==> src/rtl/ppi_bus_arbiter_if.sv <==
// Request/ack and i8255 register bus bundle shared by the CPU, the aux loader and the arbiter.
// slave = arbiter side, master = requester/PPI side.
interface ppi_bus_arbiter_if;
   logic       cpu_req;
   logic       cpu_we;
   logic [1:0] cpu_addr;
   logic [7:0] cpu_wdata;
   logic       cpu_ack;
   logic [7:0] cpu_rdata;
   logic       aux_req;
   logic       aux_we;
   logic [1:0] aux_addr;
   logic [7:0] aux_wdata;
   logic       aux_ack;
   logic [7:0] aux_rdata;
   logic       aux_lock;
   logic       ppi_cs_n;
   logic       ppi_rd_n;
   logic       ppi_wr_n;
   logic [1:0] ppi_a;
   logic [7:0] ppi_din;
   logic [7:0] ppi_dout;
   logic       busy;
   logic       grant_aux;

   modport slave (
      input  cpu_req, cpu_we, cpu_addr, cpu_wdata,
      input  aux_req, aux_we, aux_addr, aux_wdata, aux_lock,
      input  ppi_dout,
      output cpu_ack, cpu_rdata, aux_ack, aux_rdata,
      output ppi_cs_n, ppi_rd_n, ppi_wr_n, ppi_a, ppi_din,
      output busy, grant_aux
   );

   modport master (
      output cpu_req, cpu_we, cpu_addr, cpu_wdata,
      output aux_req, aux_we, aux_addr, aux_wdata, aux_lock,
      output ppi_dout,
      input  cpu_ack, cpu_rdata, aux_ack, aux_rdata,
      input  ppi_cs_n, ppi_rd_n, ppi_wr_n, ppi_a, ppi_din,
      input  busy, grant_aux
   );
endinterface

==> src/rtl/ppi_bus_arbiter.sv <==
// Shares one i8255 register port between the CPU and an aux loader, with SETUP/STROBE/RECOVER sequencing.
// Define PPI_ARB_RR_EN for round-robin tie-breaking; otherwise the CPU wins every tie.
module ppi_bus_arbiter #(
   parameter int unsigned STROBE_CYCLES = 1,
   parameter int unsigned LOCK_MAX      = 64
) (
   input logic              clk,
   input logic              RESET,
   ppi_bus_arbiter_if.slave bus
);
   typedef enum logic [1:0] {IDLE, SETUP, STROBE, RECOVER} state_t;

   localparam logic [3:0] STROBE_LAST = 4'(STROBE_CYCLES - 1);
   localparam logic [7:0] LOCK_LAST   = 8'(LOCK_MAX - 1);

   state_t     state;
   logic       own_aux;
   logic       lat_we;
   logic [3:0] strobe_cnt;
   logic       locked;
   logic       cpu_owed;
   logic [7:0] lock_cnt;
`ifdef PPI_ARB_RR_EN
   logic       last_aux;
`endif

   logic       force_now;
   logic       lock_hold;
   logic       owed_eff;
   logic       cpu_elig;
   logic       aux_elig;
   logic       pick_aux;
   logic       lock_nxt;
   logic       owed_nxt;
   logic [7:0] cnt_nxt;

   // A forced release in this cycle already counts as owing the CPU, so aux cannot sneak one more grant in.
   assign force_now = locked && (lock_cnt == LOCK_LAST);
   assign lock_hold = locked && bus.aux_lock && !force_now;
   assign owed_eff  = cpu_owed || force_now;
   assign cpu_elig  = bus.cpu_req && !lock_hold;
   assign aux_elig  = bus.aux_req;

   always_comb begin
      pick_aux = 1'b0;
      if (aux_elig && !cpu_elig)
         pick_aux = 1'b1;
`ifdef PPI_ARB_RR_EN
      else if (aux_elig && cpu_elig && !owed_eff)
         pick_aux = !last_aux;
`endif
   end

   always_comb begin
      lock_nxt = locked;
      cnt_nxt  = lock_cnt;
      owed_nxt = cpu_owed;
      if (locked)
         cnt_nxt = lock_cnt + 8'd1;
      if (state == IDLE && locked && !bus.aux_lock) begin
         lock_nxt = 1'b0;
         cnt_nxt  = '0;
      end
      if (state == RECOVER && own_aux && bus.aux_lock && !cpu_owed && !locked) begin
         lock_nxt = 1'b1;
         cnt_nxt  = '0;
      end
      if (force_now) begin
         lock_nxt = 1'b0;
         cnt_nxt  = '0;
         owed_nxt = 1'b1;
      end
      if (state == IDLE && cpu_elig && !pick_aux)
         owed_nxt = 1'b0;
   end

   always_ff @(posedge clk) begin
      if (RESET) begin
         state         <= IDLE;
         own_aux       <= 1'b0;
         lat_we        <= 1'b0;
         strobe_cnt    <= '0;
         locked        <= 1'b0;
         cpu_owed      <= 1'b0;
         lock_cnt      <= '0;
         bus.ppi_cs_n  <= 1'b1;
         bus.ppi_rd_n  <= 1'b1;
         bus.ppi_wr_n  <= 1'b1;
         bus.ppi_a     <= '0;
         bus.ppi_din   <= '0;
         bus.cpu_ack   <= 1'b0;
         bus.aux_ack   <= 1'b0;
         bus.cpu_rdata <= '0;
         bus.aux_rdata <= '0;
         bus.busy      <= 1'b0;
         bus.grant_aux <= 1'b0;
`ifdef PPI_ARB_RR_EN
         last_aux      <= 1'b1;
`endif
      end else begin
         locked      <= lock_nxt;
         lock_cnt    <= cnt_nxt;
         cpu_owed    <= owed_nxt;
         bus.cpu_ack <= 1'b0;
         bus.aux_ack <= 1'b0;
         case (state)
            IDLE: begin
               bus.grant_aux <= lock_nxt;
               if (cpu_elig || aux_elig) begin
                  state         <= SETUP;
                  own_aux       <= pick_aux;
                  lat_we        <= pick_aux ? bus.aux_we : bus.cpu_we;
                  bus.ppi_a     <= pick_aux ? bus.aux_addr : bus.cpu_addr;
                  bus.ppi_din   <= pick_aux ? bus.aux_wdata : bus.cpu_wdata;
                  bus.ppi_cs_n  <= 1'b0;
                  bus.busy      <= 1'b1;
                  bus.grant_aux <= pick_aux || lock_nxt;
`ifdef PPI_ARB_RR_EN
                  last_aux      <= pick_aux;
`endif
               end
            end
            SETUP: begin
               state         <= STROBE;
               strobe_cnt    <= '0;
               bus.ppi_rd_n  <= lat_we;
               bus.ppi_wr_n  <= !lat_we;
               bus.grant_aux <= own_aux || lock_nxt;
            end
            STROBE: begin
               bus.grant_aux <= own_aux || lock_nxt;
               if (strobe_cnt == STROBE_LAST) begin
                  state        <= RECOVER;
                  bus.ppi_cs_n <= 1'b1;
                  bus.ppi_rd_n <= 1'b1;
                  bus.ppi_wr_n <= 1'b1;
                  if (own_aux) begin
                     bus.aux_ack <= 1'b1;
                     if (!lat_we) bus.aux_rdata <= bus.ppi_dout;
                  end else begin
                     bus.cpu_ack <= 1'b1;
                     if (!lat_we) bus.cpu_rdata <= bus.ppi_dout;
                  end
               end else begin
                  strobe_cnt <= strobe_cnt + 4'd1;
               end
            end
            RECOVER: begin
               state         <= IDLE;
               bus.busy      <= 1'b0;
               bus.grant_aux <= lock_nxt;
            end
            default: state <= IDLE;
         endcase
      end
   end
endmodule
==> src/flat_wrapper.sv <==
// flat-port wrapper written by rule: the top's interface ports become plain ports
module ppi_bus_arbiter_flat 
#(
   parameter int unsigned STROBE_CYCLES = 1,
   parameter int unsigned LOCK_MAX      = 64
)
  (clk, RESET, bus_cpu_req, bus_cpu_we, bus_cpu_addr, bus_cpu_wdata, bus_aux_req, bus_aux_we, bus_aux_addr, bus_aux_wdata, bus_aux_lock, bus_ppi_dout, bus_cpu_ack, bus_cpu_rdata, bus_aux_ack, bus_aux_rdata, bus_ppi_cs_n, bus_ppi_rd_n, bus_ppi_wr_n, bus_ppi_a, bus_ppi_din, bus_busy, bus_grant_aux);
  ppi_bus_arbiter_if bus_i ();
  input logic clk;
  input logic RESET;
  input wire logic [$bits(bus_i.cpu_req)-1:0] bus_cpu_req;
  input wire logic [$bits(bus_i.cpu_we)-1:0] bus_cpu_we;
  input wire logic [$bits(bus_i.cpu_addr)-1:0] bus_cpu_addr;
  input wire logic [$bits(bus_i.cpu_wdata)-1:0] bus_cpu_wdata;
  input wire logic [$bits(bus_i.aux_req)-1:0] bus_aux_req;
  input wire logic [$bits(bus_i.aux_we)-1:0] bus_aux_we;
  input wire logic [$bits(bus_i.aux_addr)-1:0] bus_aux_addr;
  input wire logic [$bits(bus_i.aux_wdata)-1:0] bus_aux_wdata;
  input wire logic [$bits(bus_i.aux_lock)-1:0] bus_aux_lock;
  input wire logic [$bits(bus_i.ppi_dout)-1:0] bus_ppi_dout;
  output wire logic [$bits(bus_i.cpu_ack)-1:0] bus_cpu_ack;
  output wire logic [$bits(bus_i.cpu_rdata)-1:0] bus_cpu_rdata;
  output wire logic [$bits(bus_i.aux_ack)-1:0] bus_aux_ack;
  output wire logic [$bits(bus_i.aux_rdata)-1:0] bus_aux_rdata;
  output wire logic [$bits(bus_i.ppi_cs_n)-1:0] bus_ppi_cs_n;
  output wire logic [$bits(bus_i.ppi_rd_n)-1:0] bus_ppi_rd_n;
  output wire logic [$bits(bus_i.ppi_wr_n)-1:0] bus_ppi_wr_n;
  output wire logic [$bits(bus_i.ppi_a)-1:0] bus_ppi_a;
  output wire logic [$bits(bus_i.ppi_din)-1:0] bus_ppi_din;
  output wire logic [$bits(bus_i.busy)-1:0] bus_busy;
  output wire logic [$bits(bus_i.grant_aux)-1:0] bus_grant_aux;
  assign bus_i.cpu_req = bus_cpu_req;
  assign bus_i.cpu_we = bus_cpu_we;
  assign bus_i.cpu_addr = bus_cpu_addr;
  assign bus_i.cpu_wdata = bus_cpu_wdata;
  assign bus_i.aux_req = bus_aux_req;
  assign bus_i.aux_we = bus_aux_we;
  assign bus_i.aux_addr = bus_aux_addr;
  assign bus_i.aux_wdata = bus_aux_wdata;
  assign bus_i.aux_lock = bus_aux_lock;
  assign bus_i.ppi_dout = bus_ppi_dout;
  assign bus_cpu_ack = bus_i.cpu_ack;
  assign bus_cpu_rdata = bus_i.cpu_rdata;
  assign bus_aux_ack = bus_i.aux_ack;
  assign bus_aux_rdata = bus_i.aux_rdata;
  assign bus_ppi_cs_n = bus_i.ppi_cs_n;
  assign bus_ppi_rd_n = bus_i.ppi_rd_n;
  assign bus_ppi_wr_n = bus_i.ppi_wr_n;
  assign bus_ppi_a = bus_i.ppi_a;
  assign bus_ppi_din = bus_i.ppi_din;
  assign bus_busy = bus_i.busy;
  assign bus_grant_aux = bus_i.grant_aux;
  ppi_bus_arbiter #(.STROBE_CYCLES(STROBE_CYCLES), .LOCK_MAX(LOCK_MAX)) u_core (.clk(clk), .RESET(RESET), .bus(bus_i));
endmodule
==> config.mk <==
export PLATFORM = sky130hd
export DESIGN_NAME = ppi_bus_arbiter_flat
export DESIGN_NICKNAME = d
export VERILOG_FILES = /design/src/rtl/ppi_bus_arbiter_if.sv /design/src/rtl/ppi_bus_arbiter.sv /design/src/flat_wrapper.sv
export SDC_FILE = /design/constraint.sdc
export NUM_CORES = 1
export LEC_CHECK = 0
export ABC_AREA = 1
export CORE_UTILIZATION = 43
export DETAILED_ROUTE_END_ITERATION = 10
export PLACE_DENSITY = 0.73
export SYNTH_ARGS = -nofsm -noshare
export SYNTH_HDL_FRONTEND = slang
export SYNTH_SLANG_ARGS = --single-unit
export TNS_END_PERCENT = 5
==> constraint.sdc <==
create_clock -name clk -period 2.2 [get_ports clk]
set_clock_uncertainty 0.2 [all_clocks]
set_input_delay 0.44 -clock clk [delete_from_list [all_inputs] [get_ports clk]]
set_output_delay 0.44 -clock clk [all_outputs]
set_load 0.01 [all_outputs]
==> results.py <==
metrics = {
    "worst_setup_path": {
        "critPathBufInv": 0,
        "worstPathArrival_ns": 1.88,
        "crit_path_end_kind": "flop",
        "crit_top_cell": "nand2_4",
        "crit_chain": "ha_1 -> nand2_4 -> nor2_4 -> nand3_4 -> nand2_4 -> nand3_4 -> nand2_4 -> nand2_2 -> nor2_1 -> nor2_1",
        "slowest_stage": "dfxtp_1",
        "crit_fanout": 11,
        "crit_type": "flop to flop",
        "required_ns": 2.21,
        "critPathTopFamily": "simple AND/OR/NAND/NOR gates",
        "crit_path_max_incr_delay_ns": 0.39,
        "cp-start-kind": "flop",
    },
    "final_layout": {
        "fin_nets": 436,
        "diodes": 0,
        "final_cell_mix": "nor2_1 (70), clkdlybuf4s50_1 (67), dfxtp_1 (51)",
        "area_growth_pct": 34.81,
        "drive_gt1_frac": 0.1114,
        "mostFrequentLayoutCell": "nor2_1",
    },
    "clock_tree": {
        "numCtsBuffers": 5,
        "clk_latency_ns": 0.31,
        "cts.sinks": 51,
        "post_cts_buffers": 0,
        "cts_hold_buf": 0,
        "clock_path_buffers": 2,
        "htreeDepth": 2,
        "cts_tree": "done",
        "post_cts_resized": 0,
        "clk_pin_slew_worst_paths_ns": 0.09,
        "cts_root_buffer": "clkbuf_8",
    },
    "logic_synthesis": {
        "ys_seq_area_frac": 0.4153,
        "synthesis.area_sq_um": 2459,
        "postSynthAreaPerCell_sq_um": 7.635,
        "synth_cells": 322,
        "syn_nets": 364,
        "ys_ff_latch": 51,
        "ys.warnings.count": 0,
        "synth_cell_types": 32,
    },
    "grt": {
        "grt_pass1_wl_um": 9377,
        "antenna_found_initial": 0,
        "grt.total_usage": 0.1938,
        "grt_overflow": 0,
        "grt_pass1_vias": 2094,
        "grt_max_degree": 21,
    },
    "placement": {
        "dp_hpwl_um": 4010,
        "globalplace.congestion": 0.7580,
        "io_buffers": 67,
        "dp_slack_ns": 0.2032,
    },
    "pwr": {
        "ir_drop_uv": 457.9,
        "power_density_nw_per_um2": 895.7,
        "p_leak_nw": 1.388,
        "power.total_mw": 2.969,
    },
    "sta": {
        "layout_setup_ws_ns": 0.3246,
        "hold_viol_final": 0,
        "post-route-period-util": 0.8525,
        "report.final.slew_viol_count": 0,
        "min_period_ns": 1.875,
        "relSlewSlack": 0.7608,
        "holdWs_ns": 0.2648,
        "fin_tns_setup_ns": 0,
        "max_clock_freq_mhz": 533.2,
        "tightest_slew_ns": 0.3574,
        "finalSetupViolations": 0,
        "rsz0062_at_grt": "no",
    },
    "floorplan": {
        "floorplan.rows": 27,
        "core_area_sq_um": 5507,
        "die_area_sq_um": 6024,
        "die_x_um": 77.62,
        "die_h_um": 77.62,
        "ios": 68,
        "start_util": 0.4465,
    },
    "worst_hold_path": {
        "min_path_type": "flop to flop",
    },
    "route": {
        "first_pass_iters": 4,
        "wirelength_um": 5370,
        "vias": 2264,
        "drc": 0,
        "via_per_inst": 4.848,
        "ant_nets": 0,
        "drt_iter0_markers": 80,
        "routedWlPerCell_um": 11.50,
    },
    "run_status": {
        "status": "complete, no violations",
    },
    "flow_run": {
        "cap_viol_max_count": 0,
    },
}
## final timing paths
kind	cells after the start	slack, ns	to	start
setup reg to reg	10	0.32	u_core.bus.ppi_din[5]	u_core.lock_cnt[0]
hold / removal	2	0.26	u_core.bus.ppi_cs_n	u_core.bus.ppi_cs_n
setup / recovery	10	0.32	u_core.bus.ppi_din[5]	u_core.lock_cnt[0]
hold reg to reg	2	0.26	u_core.bus.ppi_cs_n	u_core.bus.ppi_cs_n
## state kept, by name, summed over array words and instances (netlist names), 2 cells and up
signal	count
u_core.strobe_cnt	4
u_core.bus.ppi_a	2
u_core.bus.cpu_rdata	8
u_core.bus.aux_rdata	8
u_core.lock_cnt	8
u_core.state	2
u_core.bus.ppi_din	8
## layer usage
metal / global-route usage / share of wire / vias to the layer above
met5: 0 / 0 / -
met4: 0.06981 / 0.016 / 0
met3: 0.05412 / 0.066 / 7
met2: 0.3142 / 0.46 / 54
met1: 0.2440 / 0.46 / 1021
li1: - / - / 1182
## worst min-delay path: stages (launching register included)
cell and delay [ns]:
dfxtp_1 0.33, nand2_1 0.06, nand2_1 0.04
## cell usage after synthesis
cell type / n / area, sq um
nor3_1: 5 / 25.02
nor2_4: 1 / 11.26
o2111ai_1: 2 / 17.52
buf_8: 1 / 15.01
nand2_4: 4 / 45.04
nand3b_1: 11 / 82.58
buf_4: 1 / 7.510
clkinv_1: 1 / 3.750
a21oi_1: 12 / 60.06
or2_2: 2 / 12.51
dfxtp_1: 51 / 1021
clkbuf_4: 1 / 7.510
o21ai_1: 1 / 5.000
xnor2_1: 2 / 17.52
nand3_4: 2 / 35.03
o21ai_0: 19 / 95.09
nor3_4: 2 / 32.53
xor2_1: 3 / 26.28
nor3b_1: 1 / 7.510
inv_1: 21 / 78.83
nor2_1: 70 / 262.8
buf_6: 3 / 33.78
o211ai_1: 1 / 7.510
buf_2: 2 / 10.01
clkbuf_1: 5 / 18.77
a21boi_1: 10 / 75.07
nand2_1: 45 / 168.9
nand4_1: 2 / 12.51
inv_2: 5 / 18.77
ha_1: 7 / 87.58
nand2_2: 9 / 56.30
nand3_1: 20 / 100.1
## cell type report
class	count	area, sq um
Clock buffer	5	68.82
Inverter	27	101.3
Tap cell	72	90.09
Multi-Input combinational cell	231	1244
Fill cell	503	2192
Sequential cell	51	1021
Clock inverter	3	23.77
Timing Repair Buffer	78	765.7
## cell families after synthesis
logic type,Yosys count,share of synthesized area
AO/OA/AOI/OAI,45,0.1059
XOR/XNOR,5,0.01781
adder cells (fa/ha/maj),7,0.03562
buffers and inverters,40,0.07888
flip-flops,51,0.4153
AND/OR/NAND/NOR,174,0.3466
## power breakdown
group	switching [mW]	internal, mW	total [mW]
registers	0.108	1.09	1.20
clock network	0.327	0.228	0.555
logic	0.635	0.578	1.21
## through the flow
| stage | area, sq um | util | cells |
|---|---|---|---|
| finish | 3314 | 0.6019 | 467 |
| global route | 3314 | 0.6019 | 467 |
| CTS | 3314 | 0.6019 | 467 |
| detailed placement | 3222 | 0.5851 | 459 |
| global placement | 3222 | 0.5851 | 459 |
| floorplan | 2459 | - | 322 |
Power figures use the tool's default switching activity.
